==> config.mk <==
export PLATFORM = sky130hd
export DESIGN_NAME = wt_product_accumulator
export DESIGN_NICKNAME = d
export VERILOG_FILES = /design/src/rtl/wt_product_accumulator.sv
export SDC_FILE = /design/constraint.sdc
export NUM_CORES = 1
export LEC_CHECK = 0
export BUFFER_PORTS_ARGS = -buffer_cell sky130_fd_sc_hd__buf_2
export CORE_MARGIN = 1
export CORE_UTILIZATION = 51
export CTS_BUF_LIST = sky130_fd_sc_hd__clkbuf_16
export DETAILED_ROUTE_END_ITERATION = 7
export PLACE_DENSITY_LB_ADDON = 0.05
export SLEW_MARGIN = 20
export SYNTH_ARGS = -nofsm -noshare
export SYNTH_HDL_FRONTEND = slang
export SYNTH_SLANG_ARGS = --single-unit
==> constraint.sdc <==
create_clock -name clk -period 1.85 [get_ports clk]
set_input_delay 0.555 -clock clk [delete_from_list [all_inputs] [get_ports clk]]
set_output_delay 0.555 -clock clk [all_outputs]
set_load 0.02 [all_outputs]
==> src/rtl/wt_product_accumulator.sv <==
// ============================================================================
// wt_product_accumulator
// ----------------------------------------------------------------------------
// Sums a burst of unsigned products coming from the 4x4 Wallace-tree
// multiplier. The burst length is captured when start is accepted. Products
// arrive over a valid/ready handshake. The sum is then offered once on an
// output valid/ready handshake. The block is used for dot-product and
// error-statistics runs over the approximate multiplier.
//
// Optional feature macro: ACC_SAT_EN
//   defined   : on a carry out of ACC_W bits, acc_out saturates to all-ones
//               and stays there for the rest of the burst (ovf is still set).
//   undefined : acc_out wraps modulo 2^ACC_W (default build).
//
// Parameters
//   PROD_W  width of an incoming product (multiplier output O)
//   ACC_W   accumulator / result width, must be >= PROD_W
//   LEN_W   width of the burst-length field (max burst = 2^LEN_W-1)
//
// Ports
//   clk         in   rising-edge clock
//   rst_n       in   asynchronous active-low reset
//   start       in   begin a burst (only looked at in IDLE)
//   len         in   number of products in the burst, captured with start
//   prod_valid  in   upstream product valid
//   prod_ready  out  block accepts a product this cycle (ACC state)
//   prod        in   unsigned product value
//   acc_valid   out  result valid (DONE state)
//   acc_ready   in   downstream accepts the result
//   acc_out     out  accumulated sum, held in IDLE until the next start
//   busy        out  high in every state except IDLE
//   ovf         out  sticky carry-out flag for the current/last burst
// ============================================================================
module wt_product_accumulator #(
    parameter int PROD_W = 8,
    parameter int ACC_W  = 16,
    parameter int LEN_W  = 8
) (
    input  logic              clk,
    input  logic              rst_n,
    input  logic              start,
    input  logic [LEN_W-1:0]  len,
    input  logic              prod_valid,
    output logic              prod_ready,
    input  logic [PROD_W-1:0] prod,
    output logic              acc_valid,
    input  logic              acc_ready,
    output logic [ACC_W-1:0]  acc_out,
    output logic              busy,
    output logic              ovf
);

    typedef enum logic [1:0] {
        IDLE = 2'd0,
        ACC  = 2'd1,
        DONE = 2'd2
    } state_t;

    state_t             state_reg;
    state_t             state_next;

    logic [ACC_W-1:0]   acc_reg;
    logic [ACC_W-1:0]   acc_next;
    logic [LEN_W-1:0]   cnt_reg;
    logic [LEN_W-1:0]   len_q_reg;
    logic               ovf_reg;

    logic               xfer;
    logic               last_xfer;
    logic               start_accept;
    logic [ACC_W:0]     sum;
    logic               carry;

    // ------------------------------------------------------------------
    // Handshake qualifiers
    // ------------------------------------------------------------------
    assign start_accept = (state_reg == IDLE) && start;
    assign xfer         = (state_reg == ACC) && prod_valid;
    // Last product of the burst: the counter still holds the number of
    // products taken so far, so the final one arrives at cnt == len_q-1.
    assign last_xfer    = xfer && (cnt_reg == (len_q_reg - LEN_W'(1)));

    // ------------------------------------------------------------------
    // Adder: one spare bit on top catches the carry out of ACC_W.
    // ------------------------------------------------------------------
    assign sum   = {1'b0, acc_reg} + {{(ACC_W + 1 - PROD_W){1'b0}}, prod};
    assign carry = sum[ACC_W];

`ifdef ACC_SAT_EN
    // ovf_reg is cleared on start, so it marks an earlier carry in this
    // burst. Once the sum has saturated it is pinned at all-ones.
    always_comb begin
        acc_next = sum[ACC_W-1:0];
        if (carry || ovf_reg) begin
            acc_next = '1;
        end
    end
`else
    // Wrap-around: simply drop the carry bit.
    always_comb begin
        acc_next = sum[ACC_W-1:0];
    end
`endif

    // ------------------------------------------------------------------
    // FSM: state register
    // ------------------------------------------------------------------
    always_ff @(posedge clk or negedge rst_n) begin
        if (!rst_n) begin
            state_reg <= IDLE;
        end else begin
            state_reg <= state_next;
        end
    end

    // ------------------------------------------------------------------
    // FSM: next-state logic
    // ------------------------------------------------------------------
    always_comb begin
        state_next = state_reg;
        unique case (state_reg)
            IDLE: begin
                if (start) begin
                    // A zero-length burst goes straight to presenting 0.
                    state_next = (len == '0) ? DONE : ACC;
                end
            end
            ACC: begin
                if (last_xfer) begin
                    state_next = DONE;
                end
            end
            DONE: begin
                if (acc_ready) begin
                    state_next = IDLE;
                end
            end
            default: begin
                state_next = IDLE;
            end
        endcase
    end

    // ------------------------------------------------------------------
    // FSM: output decode (purely from the registered state)
    // ------------------------------------------------------------------
    always_comb begin
        prod_ready = 1'b0;
        acc_valid  = 1'b0;
        busy       = 1'b0;
        unique case (state_reg)
            IDLE: begin
                busy = 1'b0;
            end
            ACC: begin
                prod_ready = 1'b1;
                busy       = 1'b1;
            end
            DONE: begin
                acc_valid = 1'b1;
                busy      = 1'b1;
            end
            default: begin
                busy = 1'b0;
            end
        endcase
    end

    // ------------------------------------------------------------------
    // Datapath registers: accumulator, product counter, latched length
    // and the sticky overflow flag. All of them hold unless a burst is
    // being started or a product is transferred. This keeps the result
    // stable in DONE and retained in IDLE.
    // ------------------------------------------------------------------
    always_ff @(posedge clk or negedge rst_n) begin
        if (!rst_n) begin
            acc_reg   <= '0;
            cnt_reg   <= '0;
            len_q_reg <= '0;
            ovf_reg   <= 1'b0;
        end else if (start_accept) begin
            acc_reg   <= '0;
            cnt_reg   <= '0;
            len_q_reg <= len;
            ovf_reg   <= 1'b0;
        end else if (xfer) begin
            acc_reg   <= acc_next;
            cnt_reg   <= cnt_reg + LEN_W'(1);
            ovf_reg   <= ovf_reg | carry;
        end
    end

    assign acc_out = acc_reg;
    assign ovf     = ovf_reg;

endmodule

==> impl_metrics.py, run 1 <==
metrics = {
    "synth": {
        "ys_ff_latch": 35,
        "syn_avg_cell_area_um2": 9.00,
        "synthSimpleGateAreaFrac_pct": 30.2,
        "synth_cells": 269,
        "synth_fa_ha_area_share_pct": 7.55,
        "async_flop_share_pct": 100,
        "synth_edf_count": 0,
        "netlist_area_um2": 2420,
        "ys_seq_area_share_pct": 36.2,
        "synth_compound_area_share_pct": 12.9,
        "synth_top_family_by_area": "simple AND/OR/NAND/NOR gates",
        "ys_types": 52,
        "ys.flop_type": "dfrtp_1",
        "synthMuxAreaShare_pct": 0.879,
        "synth-xor-area-share_pct": 9.46,
        "syn-num-nets": 304,
        "yosysWarnings": 0,
    },
    "sta": {
        "skew_ns": 0.00361,
        "slew_viol_final": 0,
        "final-setup-viol-count": 4,
        "fin_crit_sh_pct": 102,
        "rsz0062_at_grt": "yes",
        "max_freq_mhz": 530,
        "layout_setup_ws_ns": -0.0350,
        "finalHoldViolations": 0,
        "max-slew-margin-rel_pct": 71.3,
        "fin_crit_ns": 1.89,
        "worstMarginPinSlew_ns": 0.430,
    },
    "drt": {
        "wirelength_um": 6140,
        "drc": 0,
        "vias_per_cell": 5.72,
        "top_layer_used": "met4",
        "drt_iter0_drc": 110,
        "vias": 2301,
        "dr.pass1.iters": 6,
        "detail_route.wl_per_cell_um": 15.3,
        "dr_wl_met2_um": 3330,
        "postRouteAntennaNets": 0,
        "met3WireLength_um": 152,
        "drt-met1-wl_um": 2580,
    },
    "global_routing": {
        "grtUsageTotal_pct": 26.5,
        "grt_pass1_vias": 2314,
        "grt_pass1_wl_um": 10400,
        "global_route.overflow_total": 0,
        "antenna_found_initial": 0,
        "grt_max_degree": 32,
    },
    "power_and_ir_drop": {
        "p_leak_nw": 1.51,
        "ir_drop_uv": 836,
        "power.total_mw": 4.95,
        "p_per_area_nw_per_um2": 1510,
    },
    "worst_setup_path": {
        "crit_type": "flop to flop",
        "r2r_start": "len_q_reg[1]$_DFFE_PN0P_",
        "ff2ff_setup_slack_ns": -0.04,
        "slowest_stage": "or3_4",
        "arrival_ns": 2.03,
        "r2r_cells": 5,
        "path_buf_inv": 0,
        "cp_cell_sequence": "or3_4 -> or3_1 -> a22oi_2 -> o2111a_2 -> o311ai_2",
        "max_stage_delay_ns": 0.43,
        "critPathLaunchType": "flop",
        "cp_max_fo": 5,
        "end_kind": "flop",
        "worst_path_dominant_cell_family": "simple AND/OR/NAND/NOR gates",
        "cp-startpoint": "len_q_reg[1]$_DFFE_PN0P_",
        "required_ns": 1.99,
        "reg2reg_to": "state_reg[0]$_DFFE_PN0P_",
    },
    "clocking": {
        "ctsRootBufferMaster": "clkbuf_16",
        "cts_sinks": 35,
        "cts_buffers": 5,
        "path_clk_slew_ns": 0.05,
        "cts.htree.levels": 2,
        "cts.path.max_buffers": 2,
        "worstSkewPairLatency_ns": 0.28,
        "cts_tree": "built",
    },
    "die": {
        "die_y_um": 70.9,
        "coreArea_um2": 4440,
        "design.die.area_um2": 5020,
        "start_util_pct": 54.4,
        "ios": 41,
        "rows": 24,
        "dieWidth_um": 70.9,
    },
    "layout": {
        "multiInputGateArea_um2": 1630,
        "layout-drive-gt1-share_pct": 35.7,
        "area_growth_pct": 35.6,
        "largest_reg_flops": 16,
        "seqCellArea_um2": 878,
        "n_antenna_cell": 0,
        "layout_commonest_cell": "nand2_1",
        "mostFrequentLayoutCells": "48 x nand2_1, 40 x buf_2, 39 x buf_4",
        "fill_cells": 361,
        "finalNetCount": 385,
    },
    "job": {
        "cap_viol_max_count": 0,
    },
    "status": {
        "outcome": "complete, but fails checks",
        "violations": "negative setup slack",
    },
    "placed_design": {
        "place_ws_ns": -0.309,
        "dp_hpwl_um": 4620,
        "place.port_buffers": 40,
        "gp_congestion": 0.797,
    },
    "hold_path": {
        "hp-class": "input pin to asynchronous set/reset pin",
    },
}
[layer usage]
metal / GRT usage (%) / vias up
met5: 0 / -
met3: 3.70 / 9
met4: 10.2 / 0
met1: 31.4 / 1127
li1: - / 1126
met2: 48.5 / 39
[per-stage QoR]
stage	hold slack, ns	cells	instance area (um2)	util [%]	setup TNS, ns
6_report	0.212	402	3280	73.8	-0.0929
5_1_grt	0.238	402	3280	73.8	-0.962
4_1_cts	0.217	401	3250	73.0	-0.0811
3_5_place_dp	0.483	393	3050	68.6	-3.19
3_3_place_gp	0.473	393	3050	68.6	-2.59
2_1_floorplan	0.259	269	2500	-	-0.253
[cell type report]
type                    count  share of cell area [%]
clock buffers               5                    3.81
clock inverters             2                   0.267
inverters                  10                    1.14
multi-input cells         216                    49.7
flip-flops and latches     35                    26.8
well taps                  52                    1.98
repair buffers             82                    16.3
[logic make-up (layout without fill, tap and decap cells)]
family,Yosys count,after routing
flops,35,35
xor+xnor,24,24
mux,2,2
simple gates,132,132
compound gates,44,44
fa+ha+maj,14,14
buf+inv,18,99
[synth_stat cells, drive strengths merged, types with 4 or more instances]
cell	count	area, um2
nand3	10	50.1
or3	9	67.6
nor3b	8	60.1
a21oi	8	40.0
nand2	48	180
clkbuf	6	22.5
o21ai	12	60.1
xnor2	13	133
nor4b	6	52.6
dfrtp	35	876
nand4	6	37.5
xor2	11	96.3
ha	13	163
or4	8	67.6
and3	6	37.5
inv	10	37.5
a31oi	4	25.0
nor2	16	67.6
[worst register-to-register path, stage by stage, from the launching register on]
cell and delay (ns):
dfrtp_1 0.40, or3_4 0.43, or3_1 0.37, a22oi_2 0.21, o2111a_2 0.27, o311ai_2 0.08
[power breakdown]
group	switching, mW	total, mW	internal, mW
Sequential	0.240	1.23	0.990
Combinational	1.53	2.93	1.40
Clock	0.298	0.782	0.483
[worst max-delay path by stage]
stage	end	slack [ns]	cells after the start
2_1_floorplan	acc_out[6]$_DFFE_PN0P_	-0.07	7
3_5_place_dp	acc_out[6]$_DFFE_PN0P_	-0.31	8
4_1_cts	acc_out[7]$_DFFE_PN0P_	-0.05	7
6_report	state_reg[0]$_DFFE_PN0P_	-0.04	5
5_1_grt	acc_out[7]$_DFFE_PN0P_	-0.11	7
3_3_place_gp	acc_out[6]$_DFFE_PN0P_	-0.24	8
[repair_timing]
item	CTS	global route
endpoints found under the setup margin	12	16
hold buffers	0	0
pin swaps	8	3
resized for setup	12	9
buffers inserted	1	1
(Power assumes the default switching activity.)
==> run 2: changes to the inputs <==
--- a/config.mk
+++ b/config.mk
@@ -5,9 +5,10 @@
 export SDC_FILE = /design/constraint.sdc
 export NUM_CORES = 1
 export LEC_CHECK = 0
+export ABC_AREA = 1
 export BUFFER_PORTS_ARGS = -buffer_cell sky130_fd_sc_hd__buf_2
 export CORE_MARGIN = 1
-export CORE_UTILIZATION = 51
+export CORE_UTILIZATION = 50
 export CTS_BUF_LIST = sky130_fd_sc_hd__clkbuf_16
 export DETAILED_ROUTE_END_ITERATION = 7
 export PLACE_DENSITY_LB_ADDON = 0.05
==> run 2 against run 1 <==
  * The flow now finishes without violations
  * First-iteration DRC count down 0.91%
  * Synthesized cell count up 16%
  * Via count down 3.4%
  * Cell count up 6.7%
  * Fmax up 6.1%
  * Worst hold slack better by 0.093 ns
  * Clock skew down 0.00065 ns
  * Sequential power about the same
  * Setup slack better by 0.11 ns
  * Clock power up 23%
  * Flip-flop and latch count unchanged
==> impl_metrics.py, run 2 <==
metrics = {
    "synth": {
        "netlist_area_um2": 2310,
        "ys_types": 33,
        "synth_cells": 313,
        "yosysWarnings": 0,
        "async_flop_share_pct": 100,
        "syn-num-nets": 348,
        "syn_avg_cell_area_um2": 7.38,
        "yosysMostFrequentCell": "nand2_1",
        "ys_ff_latch": 35,
        "synthTopCellsByArea": "dfrtp_1 38%, nand2_1 14%, ha_1 7.0%",
        "synth_common_cells": "87 x nand2_1, 38 x inv_1, 35 x dfrtp_1, 30 x nor2_1, 24 x nand3_1",
        "synth_top_cell_area_share_pct": 37.9,
        "ys_seq_area_share_pct": 37.9,
        "synth_edf_count": 0,
        "ys.flop_type": "dfrtp_1",
        "yosys.area.top_type": "dfrtp_1",
    },
    "die": {
        "die_y_um": 69.9,
        "rows": 24,
        "start_util_pct": 52.7,
        "design.die.area_um2": 4890,
        "coreArea_um2": 4380,
        "ios": 41,
        "dieWidth_um": 69.9,
    },
    "job": {
        "cap_viol_max_count": 0,
    },
    "sta": {
        "fin_crit_sh_pct": 96.1,
        "skew_ns": 0.00296,
        "finalHoldViolations": 0,
        "worstMarginPinSlew_ns": 0.449,
        "final-setup-viol-count": 0,
        "slew_viol_final": 0,
        "max_freq_mhz": 563,
        "max-slew-margin-rel_pct": 70.1,
        "fin_crit_ns": 1.78,
        "rsz0062_at_grt": "no",
    },
    "clocking": {
        "ctsRootBufferMaster": "clkbuf_16",
        "cts_hold_buf": 0,
        "cts_sinks": 35,
        "path_clk_slew_ns": 0.06,
        "cts.htree.levels": 2,
        "cts_buffers": 5,
        "cts.path.max_buffers": 2,
        "cts_tree": "built",
        "worstSkewPairLatency_ns": 0.28,
    },
    "global_routing": {
        "grt_pass1_wl_um": 9050,
        "grtUsageTotal_pct": 23.2,
        "antenna_found_initial": 0,
        "grt_pass1_vias": 2044,
        "global_route.overflow_total": 0,
        "grt_max_degree": 36,
    },
    "drt": {
        "vias": 2222,
        "postRouteAntennaNets": 0,
        "dr.pass1.iters": 6,
        "drt_iter0_drc": 109,
        "wirelength_um": 5360,
        "detail_route.wl_per_cell_um": 12.5,
        "vias_per_cell": 5.18,
        "drc": 0,
    },
    "layout": {
        "final_area_um2": 2920,
        "largest_reg_flops": 16,
        "fill_cells": 380,
        "layout_commonest_cell": "nand2_1",
        "layout-drive-gt1-share_pct": 23.3,
        "n_antenna_cell": 0,
        "layout.cells.non_filler": 429,
        "area_growth_pct": 26.7,
        "finalNetCount": 411,
        "mostFrequentLayoutCells": "86 x nand2_1, 40 x buf_2, 36 x inv_1",
    },
    "status": {
        "outcome": "completed",
    },
    "power_and_ir_drop": {
        "ir_drop_uv": 1120,
        "p_per_area_nw_per_um2": 1500,
        "p_leak_nw": 1.59,
    },
    "placed_design": {
        "placed_cells": 419,
        "dp_hpwl_um": 4010,
        "place.port_buffers": 40,
        "dpl_cell_area_um2": 2720,
        "gp_congestion": 0.898,
    },
    "worst_setup_path": {
        "critPathLaunchType": "flop",
        "end_kind": "output port",
        "arrival_ns": 1.22,
        "r2r_start": "acc_out[0]$_DFFE_PN0P_",
        "cp_max_fo": 3,
        "required_ns": 1.29,
        "cp-startpoint": "state_reg[0]$_DFFE_PN0P_",
        "crit_type": "flop to output port",
    },
    "hold_path": {
        "hp-class": "input pin to asynchronous set/reset pin",
    },
}
## run 2: cell types whose count changed in the layout (fill, tap and decap cells not counted), moves of 7 or more
| cell | previous run | this run |
|---|---|---|
| xnor2_1 | 12 | 4 |
| o21ai_0 | 11 | 21 |
| nand3_1 | 9 | 23 |
| nor2_1 | 15 | 30 |
| nand2_1 | 48 | 86 |
| inv_1 | 6 | 36 |
| buf_4 | 39 | 20 |
| a21oi_1 | 6 | 18 |
| nor3b_1 | 8 | 1 |
## run 2: through the flow
stage          power [mW]  worst slack, ns  TNS (ns)  utilization, %  hold slack, ns
6_report             4.40           0.0726         0            66.7           0.305
5_1_grt              4.76          0.00997         0            66.7           0.345
4_1_cts              4.34           0.0535         0            65.8           0.325
3_5_place_dp         3.36           -0.192     -1.34            61.9           0.481
3_3_place_gp         3.31           -0.148     -1.01            61.9           0.481
2_1_floorplan        2.64         -0.00115  -0.00115               -           0.259
## run 2: timing repair
item,in CTS,in global routing
buffers inserted,0,2
resized for setup,0,7
setup endpoints to repair,0,8
## run 2: final timing paths
kind / to / slack [ns] / cells after the start
setup / recovery: busy / 0.07 / 3
hold / removal: acc_out[3]$_DFFE_PN0P_ / 0.30 / 2
setup reg to reg: acc_out[12]$_DFFE_PN0P_ / 0.11 / 9
hold reg to reg: len_q_reg[1]$_DFFE_PN0P_ / 0.49 / 2
max in group asynchronous: cnt_reg[6]$_DFFE_PN0P_ / 1.23 / 2
min in group clk: len_q_reg[1]$_DFFE_PN0P_ / 0.49 / 2
## run 2: area by class of cell
| type | count | area [um2] | share of cell area (%) |
|---|---|---|---|
| well taps | 52 | 65.1 | 2.23 |
| inverters | 40 | 158 | 5.39 |
| clock buffers | 5 | 125 | 4.28 |
| flip-flops and latches | 35 | 876 | 30.0 |
| multi-input cells | 234 | 1310 | 44.7 |
| repair buffers | 60 | 350 | 12.0 |
| clock inverters | 3 | 43.8 | 1.50 |
## run 2: worst max-delay path, cell delays in order, from the launching register on
cell	delay [ns]
dfrtp_1	0.40
inv_1	0.09
ha_2	0.30
buf_2	0.15
## run 2: cells by family after synthesis
| kind of cell | count (synthesis) | synth area share, % |
|---|---|---|
| and+or+nand+nor | 160 | 30.4 |
| AOI/OAI and AO/OA | 51 | 13.0 |
| buffers and inverters | 44 | 7.43 |
| DFF | 35 | 37.9 |
| adders and majority gates | 14 | 7.91 |
| xor gates and xnor gates | 9 | 3.41 |
## run 2: power breakdown
| part | internal (mW) | total, mW | switching (mW) |
|---|---|---|---|
| logic | 0.923 | 2.23 | 1.31 |
| registers | 0.981 | 1.21 | 0.226 |
| clock network | 0.635 | 0.958 | 0.323 |
| total | 2.54 | 4.40 | 1.86 |
## run 2: routing by layer
layer	GRT usage, %	share of wire (%)	up-vias
li1	-	-	1147
met1	32.6	49	998
met2	36.3	44	75
met3	5.05	6.5	2
met4	6.00	0.50	0
met5	0	0	-
==> run 3: changes to the inputs <==
--- a/config.mk
+++ b/config.mk
@@ -12,6 +12,7 @@
 export CTS_BUF_LIST = sky130_fd_sc_hd__clkbuf_16
 export DETAILED_ROUTE_END_ITERATION = 7
 export PLACE_DENSITY_LB_ADDON = 0.05
+export RECOVER_POWER = 50
 export SLEW_MARGIN = 20
 export SYNTH_ARGS = -nofsm -noshare
 export SYNTH_HDL_FRONTEND = slang
==> run 3 against run 2 <==
  * Critical path depth unchanged
  * Sequential power about the same
  * Power shrank 0.40%
  * First-iteration DRC count fell by 1.8%
  * Largest cell class unchanged
==> impl_metrics.py, run 3 (same netlist as run 2, synthesis figures left out) <==
metrics = {
    "layout": {
        "n_antenna_cell": 0,
        "largest_reg_flops": 16,
        "layout_commonest_cell": "nand2_1",
        "final_util_pct": 66.4,
        "mostFrequentLayoutCells": "86 x nand2_1, 36 x inv_1, 35 x dfrtp_1",
        "final_area_um2": 2910,
        "area_growth_pct": 26.2,
        "fill_cells": 382,
        "layout-drive-gt1-share_pct": 21.5,
        "layout.cells.non_filler": 429,
        "finalNetCount": 411,
    },
    "worst_setup_path": {
        "end_kind": "output port",
        "reg2reg_to": "acc_out[12]$_DFFE_PN0P_",
        "critPathLaunchType": "flop",
        "r2r_start": "acc_out[0]$_DFFE_PN0P_",
        "cp_max_fo": 3,
        "arrival_ns": 1.22,
        "required_ns": 1.29,
        "crit_type": "flop to output port",
        "ff2ff_setup_slack_ns": 0.11,
        "r2r_cells": 9,
    },
    "drt": {
        "vias_per_cell": 5.21,
        "detail_route.wl_per_cell_um": 12.5,
        "drt_iter0_drc": 107,
        "wirelength_um": 5380,
        "postRouteAntennaNets": 0,
        "drc": 0,
        "dr.pass1.iters": 4,
        "vias": 2234,
    },
    "status": {
        "outcome": "completed",
    },
    "sta": {
        "max_freq_mhz": 563,
        "final-setup-viol-count": 0,
        "fin_crit_sh_pct": 96.0,
        "holdWs_ns": 0.468,
        "max-slew-margin-rel_pct": 41.6,
        "finalSetupTns_ns": 0,
        "rsz0062_at_grt": "no",
        "worstMarginPinSlew_ns": 0.876,
        "finalHoldViolations": 0,
        "fin_crit_ns": 1.78,
        "slew_viol_final": 0,
        "layout_setup_ws_ns": 0.0740,
        "skew_ns": 0.00288,
    },
    "die": {
        "design.die.area_um2": 4890,
        "dieWidth_um": 69.9,
        "rows": 24,
        "ios": 41,
        "start_util_pct": 52.7,
        "coreArea_um2": 4380,
        "die_y_um": 69.9,
    },
    "clocking": {
        "cts.path.max_buffers": 2,
        "worstSkewPairLatency_ns": 0.28,
        "cts_hold_buf": 0,
        "cts_buffers": 5,
        "cts.htree.levels": 2,
        "ctsRootBufferMaster": "clkbuf_16",
        "cts_tree": "built",
        "path_clk_slew_ns": 0.06,
        "cts_sinks": 35,
    },
    "placed_design": {
        "gp_congestion": 0.898,
        "dpl_cell_area_um2": 2720,
        "dp_hpwl_um": 4010,
        "place.port_buffers": 40,
        "placed_cells": 419,
        "place_ws_ns": -0.192,
    },
    "hold_path": {
        "hp-class": "input pin to asynchronous set/reset pin",
    },
    "global_routing": {
        "grtUsageTotal_pct": 23.2,
        "grt_pass1_wl_um": 9050,
        "grt_pass1_vias": 2044,
        "antenna_found_initial": 0,
        "global_route.overflow_total": 0,
        "grt_max_degree": 36,
    },
    "power_and_ir_drop": {
        "ir_drop_uv": 1120,
        "power.total_mw": 4.38,
        "p_per_area_nw_per_um2": 1500,
        "p_leak_nw": 1.56,
    },
    "job": {
        "cap_viol_max_count": 0,
    },
}
==> run 3: routing by layer <==
layer | vias up | global-route usage [%] | part of all wire [%]
li1 | 1150 | - | -
met1 | 1007 | 32.6 | 49
met2 | 75 | 36.3 | 44
met3 | 2 | 5.05 | 6.5
met4 | 0 | 6.00 | 0.50
met5 | - | 0 | 0
==> run 3: power by group <==
| part | leakage [nW] | switching [mW] | internal, mW |
|---|---|---|---|
| Combinational | 1.01 | 1.31 | 0.905 |
| Clock | 0.0838 | 0.321 | 0.635 |
| Sequential | 0.466 | 0.228 | 0.981 |
| Total | 1.56 | 1.86 | 2.52 |
==> run 3: cell type report <==
| type | count | area [um2] | share of cell area [%] |
|---|---|---|---|
| clock buffer | 5 | 125 | 4.30 |
| multi-input combinational | 234 | 1310 | 44.8 |
| timing repair buffer | 60 | 339 | 11.6 |
| tap | 52 | 65.1 | 2.23 |
| sequential | 35 | 876 | 30.1 |
| inverter | 40 | 158 | 5.41 |
| clock inverter | 3 | 43.8 | 1.50 |
==> run 3: timing repair <==
item                                    CTS  global route
resized for setup                         0             7
setup buffers                             0             2
endpoints found under the setup margin    0             8
==> run 3: worst max-delay path by stage <==
stage                                  start                        to  slack, ns
CTS                   acc_out[0]$_DFFE_PN0P_   acc_out[10]$_DFFE_PN0P_       0.05
global placement                     prod[0]    acc_out[6]$_DFFE_PN0P_      -0.15
detailed placement                   prod[0]   acc_out[10]$_DFFE_PN0P_      -0.19
finish              state_reg[0]$_DFFE_PN0P_                      busy       0.07
global route        len_q_reg[0]$_DFFE_PN0P_  state_reg[1]$_DFFE_PN0P_       0.01
floorplan                            prod[0]    acc_out[6]$_DFFE_PN0P_     -0.001
==> run 3: critical path, stage by stage (launching register included) <==
cell	delay (ns)
dfrtp_1	0.40
inv_1	0.09
ha_2	0.30
buf_2	0.15
